==> src/rtl/uart_pkg.sv <==
// Shared UART definitions: receiver state encoding, frame constants and the
// oversample index at which the middle bit sample is taken.
package uart_pkg;

    localparam int unsigned DATA_BITS      = 8;
    localparam int unsigned OVERSAMPLE_DEF = 16;

    typedef enum logic [2:0] {
        StIdle,
        StStart,
        StData,
        StParity,
        StStop
    } rx_state_e;

    // Centre sample of a bit; the majority vote uses this index and its two neighbours.
    function automatic int unsigned vote_idx(input int unsigned oversample);
        return oversample / 2;
    endfunction

endpackage

==> src/rtl/rx_bit_sampler.sv <==
// Serial line front end: synchronizer, falling-edge detect, oversample
// counter and 3-sample majority vote around the bit centre.
module rx_bit_sampler
    import uart_pkg::*;
#(
    parameter int unsigned OVERSAMPLE  = OVERSAMPLE_DEF,
    parameter int unsigned SYNC_STAGES = 2
) (
    input  logic clk,
    input  logic rst,
    input  logic p_OverSample_i,
    input  logic Rx_i,
    input  logic p_CntClear_i,
    output logic p_StartEdge_o,
    output logic p_BitDecide_o,
    output logic p_BitEnd_o,
    output logic BitValue_o
);

    localparam int unsigned M  = vote_idx(OVERSAMPLE);
    localparam int unsigned CW = $clog2(OVERSAMPLE);

    logic [SYNC_STAGES-1:0] sync_q;
    logic                   rx_prev_q;
    logic [CW-1:0]          cnt_q, cnt_d;
    logic [1:0]             smp_q, smp_d;
    logic                   rx_s;

    assign rx_s = sync_q[SYNC_STAGES-1];

    // Synchronizer and edge history reset high so release never fakes a start bit.
    always_ff @(posedge clk or negedge rst) begin
        if (!rst) begin
            sync_q    <= '1;
            rx_prev_q <= 1'b1;
            cnt_q     <= '0;
            smp_q     <= '1;
        end else begin
            sync_q    <= {sync_q[SYNC_STAGES-2:0], Rx_i};
            rx_prev_q <= rx_s;
            cnt_q     <= cnt_d;
            smp_q     <= smp_d;
        end
    end

    always_comb begin
        cnt_d = cnt_q;
        smp_d = smp_q;
        if (p_CntClear_i) begin
            cnt_d = '0;
        end else if (p_OverSample_i) begin
            cnt_d = (cnt_q == CW'(OVERSAMPLE - 1)) ? '0 : cnt_q + 1'b1;
            if (cnt_q == CW'(M - 1)) smp_d[0] = rx_s;
            if (cnt_q == CW'(M))     smp_d[1] = rx_s;
        end
    end

    assign p_StartEdge_o = rx_prev_q & ~rx_s;
    assign p_BitDecide_o = p_OverSample_i & ~p_CntClear_i & (cnt_q == CW'(M + 1));
    assign p_BitEnd_o    = p_OverSample_i & ~p_CntClear_i & (cnt_q == CW'(OVERSAMPLE - 1));
    assign BitValue_o    = (smp_q[0] & smp_q[1]) | (smp_q[0] & rx_s) | (smp_q[1] & rx_s);

endmodule

==> src/rtl/rx_core.sv <==
// UART receiver: frame FSM, data shift register, parity check, one-entry
// holding register with valid/ack handshake and sticky error flags.
module rx_core
    import uart_pkg::*;
#(
    parameter int unsigned OVERSAMPLE  = OVERSAMPLE_DEF,
    parameter int unsigned SYNC_STAGES = 2
) (
    input  logic       clk,
    input  logic       rst,
    input  logic       p_OverSample_i,
    input  logic       Rx_i,
    input  logic       p_ParityEnable_i,
    input  logic       p_BigEnd_i,
    input  logic       ParityMethod_i,
    input  logic       p_ack_i,
    input  logic       p_ErrClear_i,
    output logic [7:0] data_o,
    output logic       p_valid_o,
    output logic       p_ParityErr_o,
    output logic       p_FrameErr_o,
    output logic       p_OverrunErr_o
);

    rx_state_e   state_q, state_d;
    logic        start_edge, bit_decide, bit_end, bit_val, cnt_clr;
    logic        start_ok, shift_en, par_check, deliver;

    logic [7:0]  shift_q, shift_d;
    logic [3:0]  bitcnt_q, bitcnt_d;
    logic        par_acc_q, par_acc_d;
    logic        frm_perr_q, frm_perr_d;
    logic        big_end_q, big_end_d, par_en_q, par_en_d, par_odd_q, par_odd_d;
    logic [7:0]  data_q, data_d;
    logic        valid_q, valid_d, perr_q, perr_d, ferr_q, ferr_d, ovr_q, ovr_d;

    assign cnt_clr = (state_q == StIdle) & start_edge;

    rx_bit_sampler #(
        .OVERSAMPLE  (OVERSAMPLE),
        .SYNC_STAGES (SYNC_STAGES)
    ) u_sampler (
        .clk            (clk),
        .rst            (rst),
        .p_OverSample_i (p_OverSample_i),
        .Rx_i           (Rx_i),
        .p_CntClear_i   (cnt_clr),
        .p_StartEdge_o  (start_edge),
        .p_BitDecide_o  (bit_decide),
        .p_BitEnd_o     (bit_end),
        .BitValue_o     (bit_val)
    );

    always_ff @(posedge clk or negedge rst) begin
        if (!rst) state_q <= StIdle;
        else      state_q <= state_d;
    end

    always_comb begin
        state_d = state_q;
        unique case (state_q)
            StIdle:   if (start_edge) state_d = StStart;
            StStart: begin
                if (bit_decide && bit_val) state_d = StIdle;
                else if (bit_end)          state_d = StData;
            end
            StData: begin
                if (bit_end && bitcnt_q == 4'(DATA_BITS)) state_d = par_en_q ? StParity : StStop;
            end
            StParity: if (bit_end)    state_d = StStop;
            StStop:   if (bit_decide) state_d = StIdle;
            default:  state_d = StIdle;
        endcase
    end

    always_comb begin
        start_ok  = (state_q == StStart)  & bit_decide & ~bit_val;
        shift_en  = (state_q == StData)   & bit_decide;
        par_check = (state_q == StParity) & bit_decide;
        deliver   = (state_q == StStop)   & bit_decide;
    end

    always_comb begin
        shift_d    = shift_q;
        bitcnt_d   = bitcnt_q;
        par_acc_d  = par_acc_q;
        frm_perr_d = frm_perr_q;
        big_end_d  = big_end_q;
        par_en_d   = par_en_q;
        par_odd_d  = par_odd_q;
        data_d     = data_q;
        valid_d    = valid_q;
        perr_d     = p_ErrClear_i ? 1'b0 : perr_q;
        ferr_d     = p_ErrClear_i ? 1'b0 : ferr_q;
        ovr_d      = p_ErrClear_i ? 1'b0 : ovr_q;

        if (start_ok) begin
            big_end_d  = p_BigEnd_i;
            par_en_d   = p_ParityEnable_i;
            par_odd_d  = ParityMethod_i;
            bitcnt_d   = '0;
            par_acc_d  = 1'b0;
            frm_perr_d = 1'b0;
        end
        if (shift_en) begin
            shift_d   = big_end_q ? {shift_q[6:0], bit_val} : {bit_val, shift_q[7:1]};
            par_acc_d = par_acc_q ^ bit_val;
            bitcnt_d  = bitcnt_q + 4'd1;
        end
        if (par_check) frm_perr_d = bit_val ^ (par_acc_q ^ par_odd_q);

        if (p_ack_i && valid_q) valid_d = 1'b0;
        // An ack in the delivery clk frees the slot, so the new byte is not an overrun.
        if (deliver) begin
            if (!valid_q || p_ack_i) begin
                data_d  = shift_q;
                valid_d = 1'b1;
                perr_d  = perr_d | frm_perr_q;
                ferr_d  = ferr_d | ~bit_val;
            end else begin
                ovr_d = 1'b1;
            end
        end
    end

    always_ff @(posedge clk or negedge rst) begin
        if (!rst) begin
            shift_q    <= '0;
            bitcnt_q   <= '0;
            par_acc_q  <= 1'b0;
            frm_perr_q <= 1'b0;
            big_end_q  <= 1'b0;
            par_en_q   <= 1'b0;
            par_odd_q  <= 1'b0;
            data_q     <= '0;
            valid_q    <= 1'b0;
            perr_q     <= 1'b0;
            ferr_q     <= 1'b0;
            ovr_q      <= 1'b0;
        end else begin
            shift_q    <= shift_d;
            bitcnt_q   <= bitcnt_d;
            par_acc_q  <= par_acc_d;
            frm_perr_q <= frm_perr_d;
            big_end_q  <= big_end_d;
            par_en_q   <= par_en_d;
            par_odd_q  <= par_odd_d;
            data_q     <= data_d;
            valid_q    <= valid_d;
            perr_q     <= perr_d;
            ferr_q     <= ferr_d;
            ovr_q      <= ovr_d;
        end
    end

    assign data_o         = data_q;
    assign p_valid_o      = valid_q;
    assign p_ParityErr_o  = perr_q;
    assign p_FrameErr_o   = ferr_q;
    assign p_OverrunErr_o = ovr_q;

endmodule
==> config.mk <==
export PLATFORM = sky130hd
export DESIGN_NAME = rx_core
export DESIGN_NICKNAME = d
export VERILOG_FILES = /design/src/rtl/uart_pkg.sv /design/src/rtl/rx_bit_sampler.sv /design/src/rtl/rx_core.sv
export SDC_FILE = /design/constraint.sdc
export NUM_CORES = 1
export LEC_CHECK = 0
export CAP_MARGIN = 20
export CORE_MARGIN = 2
export CORE_UTILIZATION = 50
export CTS_CLUSTER_DIAMETER = 80
export DETAILED_ROUTE_END_ITERATION = 6
export PLACE_DENSITY = 0.79
export SLEW_MARGIN = 20
export SYNTH_ARGS = -nofsm -noshare
export SYNTH_HDL_FRONTEND = slang
export SYNTH_SLANG_ARGS = --single-unit
==> constraint.sdc <==
create_clock -name clk -period 2.1 [get_ports clk]
set_input_delay 0.42 -clock clk [delete_from_list [all_inputs] [get_ports clk]]
set_output_delay 0.42 -clock clk [all_outputs]
set_load 0.05 [all_outputs]
* Word level (Yosys, flattened, before mapping)
Index checks and enable logic that the tools add are counted.
** Storage, ports and cells
- Memory bits (writable) :: 0
- Input bits :: 9
- Memories kept :: 0
- Register bits :: 41
- Bits in read-only memories :: 0
- Latch bits :: 0
** Cells by class
- Multiply operators :: 0
- Bitwise logic cells :: 23
- Order comparisons :: 0
- Add/sub/neg operators :: 2
- Shifts and indexed selects :: 0
- Divide/modulo/power cells :: 0
- Multiplexer cells :: 29
- Equality and inequality tests :: 14
- Reduce and logical (&&, ||, !) cells :: 13
** Operator list (number)
- 3-bit 2-to-1 mux :: 7
- 4-bit 2-to-1 mux :: 5
- 4-bit equality test (second input constant) :: 4
- 1-bit 2-to-1 mux :: 15
- 3-bit case mux with 5 select lines :: 1
- 1-bit bitwise AND :: 13
- 4-bit by 1-bit adder with 4-bit output (second input constant) :: 2
- 8-bit 2-to-1 mux :: 1
- 2-bit inequality test (second input constant) :: 4
- 3-bit by 2-bit equality test with 1-bit output (second input constant) :: 2
- 3-bit AND reduction :: 2
- 2-bit nonzero test :: 3
- 5-bit AND reduction :: 1
- 4-bit by 3-bit equality test with 1-bit output (second input constant) :: 1
- 1-bit OR :: 4
- 3-bit by 1-bit equality test with 1-bit output (second input constant) :: 1
- 3-bit equality test (second input constant) :: 1
- 1-bit logical AND :: 3
- 3-bit logical NOT :: 1
- 3-bit inequality test (second input constant) :: 1
- 1-bit inverter :: 3
- 1-bit bitwise XOR :: 3
- 2-bit AND reduction :: 1
- 1-bit logical NOT :: 1
- 1-bit logical OR :: 1

* Longest topological paths before layout
- Word-level depth :: 10
- Depth in mapped cells :: 8
- Mapped depth without buffers :: 7

* Cells and area by module
A second synthesis with hierarchy kept.
** Unflattened totals
- Cell total of the unflattened synthesis :: 176
- Area total of the unflattened synthesis :: 2042.0 sq um
** Modules (own cells, without submodules)
- rx_core :: cells each 138, instances 1, seq. area each 800.8 sq um, area an instance 1601.5 sq um
- rx_bit_sampler :: cells each 38, instances 1, seq. area each 231.5 sq um, area an instance 440.4 sq um

* Worst setup path after synthesis
Ideal clock, no wire load.
- Path kind :: register to register
- Start point :: register u_sampler.rx_prev_q
- End point :: register u_sampler.smp_q[0]
- Buffers on the path :: 0
- Arrival :: 1.737 ns
- Cell stages (with the launch flop) :: 6
- Setup time :: 0.082 ns
- Setup slack :: 0.280 ns
- Path through :: dfstp_2 -> or3b_4 -> nor3_1 -> nor2b_1 -> nand4b_1 -> mux2_2
** On the way
- Longest elaborated chain between the ends :: 4
** Ends and longest elaborated chain
- start, declared :: RTL line rx_bit_sampler.sv:24 : logic rx_prev_q;
- start signal, assigned :: RTL line rx_bit_sampler.sv:40 : rx_prev_q <= rx_s;
- 1-bit bitwise AND :: RTL line rx_bit_sampler.sv:58 : assign p_StartEdge_o = rx_prev_q & ~rx_s;
- 1-bit bitwise AND :: RTL line rx_core.sv:37 : assign cnt_clr = (state_q == StIdle) & start_edge;
- 1-bit inverter (no line)
- 3-bit AND reduction (no line)
- end signal, assigned :: RTL line rx_bit_sampler.sv:42 : smp_q <= smp_d;
- end, declared :: RTL line rx_bit_sampler.sv:26 : logic [1:0] smp_q, smp_d;
No other way between the ends.
A chain may end at the register's enable or synchronous reset.

* Worst setup path after layout
- Start point :: register u_sampler.rx_prev_q
- End point :: register shift_q[4]
** On the way
- Longest elaborated chain between the ends :: 6
** Ends and longest elaborated chain
- 1-bit bitwise AND :: RTL line rx_bit_sampler.sv:58
- 1-bit bitwise AND :: RTL line rx_core.sv:37
- 1-bit inverter (no line)
- 1-bit bitwise AND (2 in series) :: RTL line rx_bit_sampler.sv:59 : assign p_BitDecide_o = p_OverSample_i & ~p_CntClear_i & (cnt_q == CW'(M + 1));
- 1-bit bitwise AND :: RTL line rx_core.sv:78 : shift_en = (state_q == StData) & bit_decide;
- end signal, assigned :: RTL line rx_core.sv:141 : shift_q <= shift_d;
- end, declared :: RTL line rx_core.sv:29 : logic [7:0] shift_q, shift_d;
No other way between the ends.

==> results.md <==
- Clock-pin slew was measured on the worst setup and hold paths at roughly 0.080 ns.
- The kind of critical path is flop to flop.
- Summed over all layers, the global routing overflow is 0.
- The total via count in the routed design is 1392.
- The worst-path maximum fanout is 17.
- The final wirelength is 3830 microns.
- The largest net degree at the start of global routing is 22.
- In this run the remaining antenna-violating nets after routing total 0.
- The critical register-to-register path endpoint is shift_q[4]$_DFFE_PN0P_.
- The transition time at the pin with the least slew margin is 0.509 ns.
- In the post-route analysis, the smallest setup slack over all paths is 0.147 ns.
- The die boundary height is roughly 67 microns.
- The via count of the first global-routing pass is 1425.
- The number of fill cells is around 310.
- The clock sink count is 41.
- The global-route usage over all layers is 20.2%.
- The tool flagged a number of max-cap violations equal to 0.
- met2 is the most crowded layer.
- Clock skew on the completed layout was measured at 0.00930 ns.
- Routability-driven placement finished with a final weighted congestion of 0.933.
- Measured against its own limit, the worst slew margin works out to 66.1%.
- Each instance of the synthesized netlist takes up on average 11.0 sq um.
- The number of buffers inserted during clock tree synthesis is 5.
- In the global route stage, met2 resource usage came out at 32.1%.
- The tree is rooted in a sky130_fd_sc_hd__clkbuf_8.
- Once the floorplan was initialized, standard cells occupied roughly 53% of the core.
- The number of setup buffers added after CTS is 0.
- Before CTS, the worst setup slack after placement is 0.117 ns.
- After the first detailed-routing iteration, the DRC count stood at 180.
- The count of instances resized after the clock tree is built is 0.
- The post-cts hold buffer count is 0.
- The synthesis warning total is 0.
- STA puts the critical path data required time at ~2.3 ns.
- Synthesis produced a netlist whose cell count is 178.
- Setup violations remaining at the end of the flow were counted as 0.
- The pre-antenna-repair detailed-routing pass consisted of 5 iterations.
- The cell area after technology mapping is between 0.0015 and 0.002 sq mm.
- The logic gate share of total power is a little under a quarter.
- For this design the ratio of total power to cell area is around 910 mW/mm^2.
- The highest achievable clock rate is 512 MHz.
- The area growth from synthesis to layout is 19.9%.
- The number of hold-slack violations in the final timing report is 0.
- The clock latency reported for the late side of the worst-skew pair is 0.31 ns.
- The worst-case reg-to-reg path depth is 5.
- The sequential area share after synthesis is 52.7%.
- In this run the static leakage power is around 1.0 nW.
- The final critical-path share of the clock period is 93.0%.
- Data on the critical path arrives at its endpoint at 2.13 ns.
- The global routing met3 resource utilization is 4.56%.
- Among all stages on the critical path, the largest delay is contributed by sky130_fd_sc_hd__dfstp_2.
- The flow ran to the end, and the final reports show no timing, DRC or antenna violations.
- The netlist uses 37 different library cells.
- Dividing the detail-routed wire length by the instance count gives around 15 microns.
- The top-level port count is 21.
- The floorplan step defined a die boundary enclosing ~0.0044 sq mm.
- Input and output buffers added on the ports amount to 20.
- The startpoint identified for the worst register-to-register timing path is u_sampler.rx_prev_q$_DFF_PN1_.
- Once detailed placement completed, the half-perimeter wirelength came to ~2800 microns.
- The met1 global-route usage is between 20% and 30%.
- The first global-routing pass estimated 6580 microns of wire.
- Using the TritonRoute via totals, the vias-per-cell ratio works out to 5.48.
- The floorplan step defined a core boundary enclosing 0.00372 sq mm.
- Sequential cells account for between 50% and 60% of the total power.
- In this run, synthesis produced a sequential element count of 41.
- Traced cell by cell, the critical path runs through or3b_4 > o311a_4 > nand2_1 > buf_4 > o21ai_0.
- The aggregate negative setup slack is 0 ns.
- The cell family contributing the most delay on the critical path is simple AND/OR/NAND/NOR gates.
- Measured on the finished design, the core utilization comes to 63.2%.
- Cell internal power was estimated by the tool at 1.41 mW.
- Setup repair after global routing left no endpoint under its margin.
- The initial antenna violation count is 0.
- The remaining design rule violation count is 0.
- The count of H-tree levels built during CTS is 2.
- The critical path capture point type is a flop.
- Of the cells placed in the final design, the portion with a size suffix greater than 1 is approximately 19%.
- The number of core rows is 22.
- The number of buffer and inverter stages on the critical path is 1.
- The delay contributed by the slowest stage of the critical path is ~0.52 ns.
- In this run the register-to-register setup slack is ~0.15 ns.
- The fraction of power consumed by the clock network is 25.9%.
- The worst vdd rail ir drop is 568 uV.
- The floorplan step set the die width to 66.6 microns.
- The number of nets in the finished design is approximately 220.
- TritonCTS built the clock tree.
- Net switching is 33.6% of the power.
- The clock passes through at most 2 buffers.
- The analysis attributes to net switching a power of 715 uW.
- The number of antenna diodes in the final layout is 0.
- The startpoint type of the worst setup path is a flop.
- The net count after synthesis is 192.
- The max-slew violation count came to 0.
- The worst hold path belongs to the class primary input to asynchronous set/reset pin.
- The time the final worst path needs with I/O delays and setup is roughly 2.0 ns.
[worst max-delay path by stage]
| stage | from | endpoint | slack (ns) | cells past startpoint |
|---|---|---|---|---|
| after floorplan | u_sampler.rx_prev_q$_DFF_PN1_ | u_sampler.smp_q[0]$_DFFE_PN1P_ | 0.28 | 5 |
| after global placement | u_sampler.rx_prev_q$_DFF_PN1_ | par_odd_q$_DFFE_PN0P_ | 0.21 | 4 |
| after detailed placement | u_sampler.rx_prev_q$_DFF_PN1_ | state_q[0]$_DFFE_PN0P_ | 0.12 | 5 |
| after CTS | u_sampler.rx_prev_q$_DFF_PN1_ | state_q[0]$_DFFE_PN0P_ | 0.1 | 5 |
| after global routing | u_sampler.rx_prev_q$_DFF_PN1_ | shift_q[3]$_DFFE_PN0P_ | 0.03 | 6 |
| final | u_sampler.rx_prev_q$_DFF_PN1_ | shift_q[4]$_DFFE_PN0P_ | 0.15 | 5 |
[layout make-up]
cell class	count	area [sq um]	area share, %
Tap cell	48	60.1	2.56
Multi-Input combinational cell	120	862	36.7
Clock buffer	6	82.6	3.52
Sequential cell	41	1030	44.0
Inverter	10	37.5	1.60
Timing Repair Buffer	27	260	11.1
Clock inverter	2	13.8	0.586
[logic make-up after synthesis]
kind of cell | share of synthesized area, %
XOR/XNOR | 1.79
buffers and inverters | 3.51
flip-flops | 52.7
adder cells (fa/ha/maj) | 3.71
AO/OA/AOI/OAI | 12.7
multiplexers | 12.6
AND/OR/NAND/NOR | 13.0
[power by group through the flow]
stage	registers [mW]	clock network, mW	logic, mW
after floorplan	0.989	0	0.431
after global placement	1.06	0	0.476
after CTS	1.06	0.564	0.504
after detailed placement	1.08	0	0.503
final	1.07	0.551	0.510
after global routing	1.09	0.594	0.570
[per-layer routing]
| metal | vias up | part of all wire (%) |
|---|---|---|
| met3 | 9 | 4.6 |
| met2 | 35 | 48 |
| met5 | - | 0 |
| met4 | 0 | 2.5 |
| met1 | 667 | 45 |
| li1 | 681 | - |
[synthesized netlist by cell type]
cell                        number  area share [%]
sky130_fd_sc_hd__nor2_2          1            0.32
sky130_fd_sc_hd__or4_1           1            0.38
sky130_fd_sc_hd__and3b_1         1            0.45
sky130_fd_sc_hd__a21oi_1        10             2.6
sky130_fd_sc_hd__nor4_1          1            0.32
sky130_fd_sc_hd__ha_1            5             3.2
sky130_fd_sc_hd__nand2_2         1            0.32
sky130_fd_sc_hd__dfstp_2         5             6.7
sky130_fd_sc_hd__nand3_1        10             2.6
sky130_fd_sc_hd__a2111oi_0       1            0.45
sky130_fd_sc_hd__o31ai_1         2            0.77
sky130_fd_sc_hd__and2_1          1            0.32
sky130_fd_sc_hd__nand2_1        20             3.8
sky130_fd_sc_hd__o21a_1          2            0.77
sky130_fd_sc_hd__mux2i_1        10             5.1
sky130_fd_sc_hd__a2111oi_4       1             1.4
sky130_fd_sc_hd__xor2_1          3             1.3
sky130_fd_sc_hd__o311a_4         1             1.1
sky130_fd_sc_hd__nor2_1          4            0.77
sky130_fd_sc_hd__a31oi_1         1            0.32
sky130_fd_sc_hd__o32ai_1         1            0.45
sky130_fd_sc_hd__dfrtp_1        36              46
sky130_fd_sc_hd__nor3_1          2            0.51
sky130_fd_sc_hd__xnor2_1         1            0.45
sky130_fd_sc_hd__mux2_2         13             7.5
sky130_fd_sc_hd__buf_2           4             1.0
sky130_fd_sc_hd__buf_1           1            0.19
sky130_fd_sc_hd__nor2b_1         1            0.32
sky130_fd_sc_hd__maj3_1          1            0.51
sky130_fd_sc_hd__nand4b_1        3             1.3
sky130_fd_sc_hd__o21ai_0        15             3.8
sky130_fd_sc_hd__nand2b_1        3            0.96
sky130_fd_sc_hd__o22ai_1         2            0.64
sky130_fd_sc_hd__or3b_4          1            0.58
sky130_fd_sc_hd__inv_1          10             1.9
sky130_fd_sc_hd__a311oi_1        1            0.45
sky130_fd_sc_hd__clkbuf_1        2            0.38
[state kept, by name, summed over array words and instances, names as in the netlist]
| signal | count |
|---|---|
| data_o | 8 |
| shift_q | 8 |
| bitcnt_q | 4 |
| u_sampler.cnt_q | 4 |
| state_q | 3 |
| u_sampler.smp_q | 2 |
| u_sampler.sync_q | 2 |
| big_end_q | 1 |
| frm_perr_q | 1 |
| p_FrameErr_o | 1 |
| p_OverrunErr_o | 1 |
| p_ParityErr_o | 1 |
| p_valid_o | 1 |
| par_acc_q | 1 |
| par_en_q | 1 |
| par_odd_q | 1 |
| u_sampler.rx_prev_q | 1 |
[cells in the final DEF, fill, tap and decap left out, types with 2 or more instances in the layout]
cell type / synthesis / final
sky130_fd_sc_hd__o21ai_0: 15 / 15
sky130_fd_sc_hd__a21oi_1: 10 / 10
sky130_fd_sc_hd__o21a_1: 2 / 2
sky130_fd_sc_hd__mux2i_1: 10 / 10
sky130_fd_sc_hd__nand3_1: 10 / 10
sky130_fd_sc_hd__nor3_1: 2 / 2
sky130_fd_sc_hd__nor2_1: 4 / 4
sky130_fd_sc_hd__dfstp_2: 5 / 5
sky130_fd_sc_hd__clkdlybuf4s50_1: 0 / 19
sky130_fd_sc_hd__nand2b_1: 3 / 3
sky130_fd_sc_hd__dfrtp_1: 36 / 36
sky130_fd_sc_hd__ha_1: 5 / 5
sky130_fd_sc_hd__nand4b_1: 3 / 3
sky130_fd_sc_hd__nand2_1: 20 / 20
sky130_fd_sc_hd__inv_1: 10 / 10
sky130_fd_sc_hd__buf_4: 0 / 6
sky130_fd_sc_hd__mux2_2: 13 / 13
sky130_fd_sc_hd__clkbuf_8: 0 / 6
sky130_fd_sc_hd__o22ai_1: 2 / 2
sky130_fd_sc_hd__xor2_1: 3 / 3
[metrics by stage]
| step | hold slack, ns | cells | power (mW) | cell area (sq um) |
|---|---|---|---|---|
| 2_1_floorplan | 0.124 | 178 | 1.42 | 1960 |
| 4_1_cts | 0.0898 | 254 | 2.13 | 2340 |
| 3_3_place_gp | 0.347 | 246 | 1.54 | 2250 |
| 6_report | 0.0736 | 254 | 2.13 | 2350 |
| 5_1_grt | 0.106 | 254 | 2.25 | 2350 |
| 3_5_place_dp | 0.349 | 246 | 1.58 | 2250 |
(Power assumes the default switching activity.)
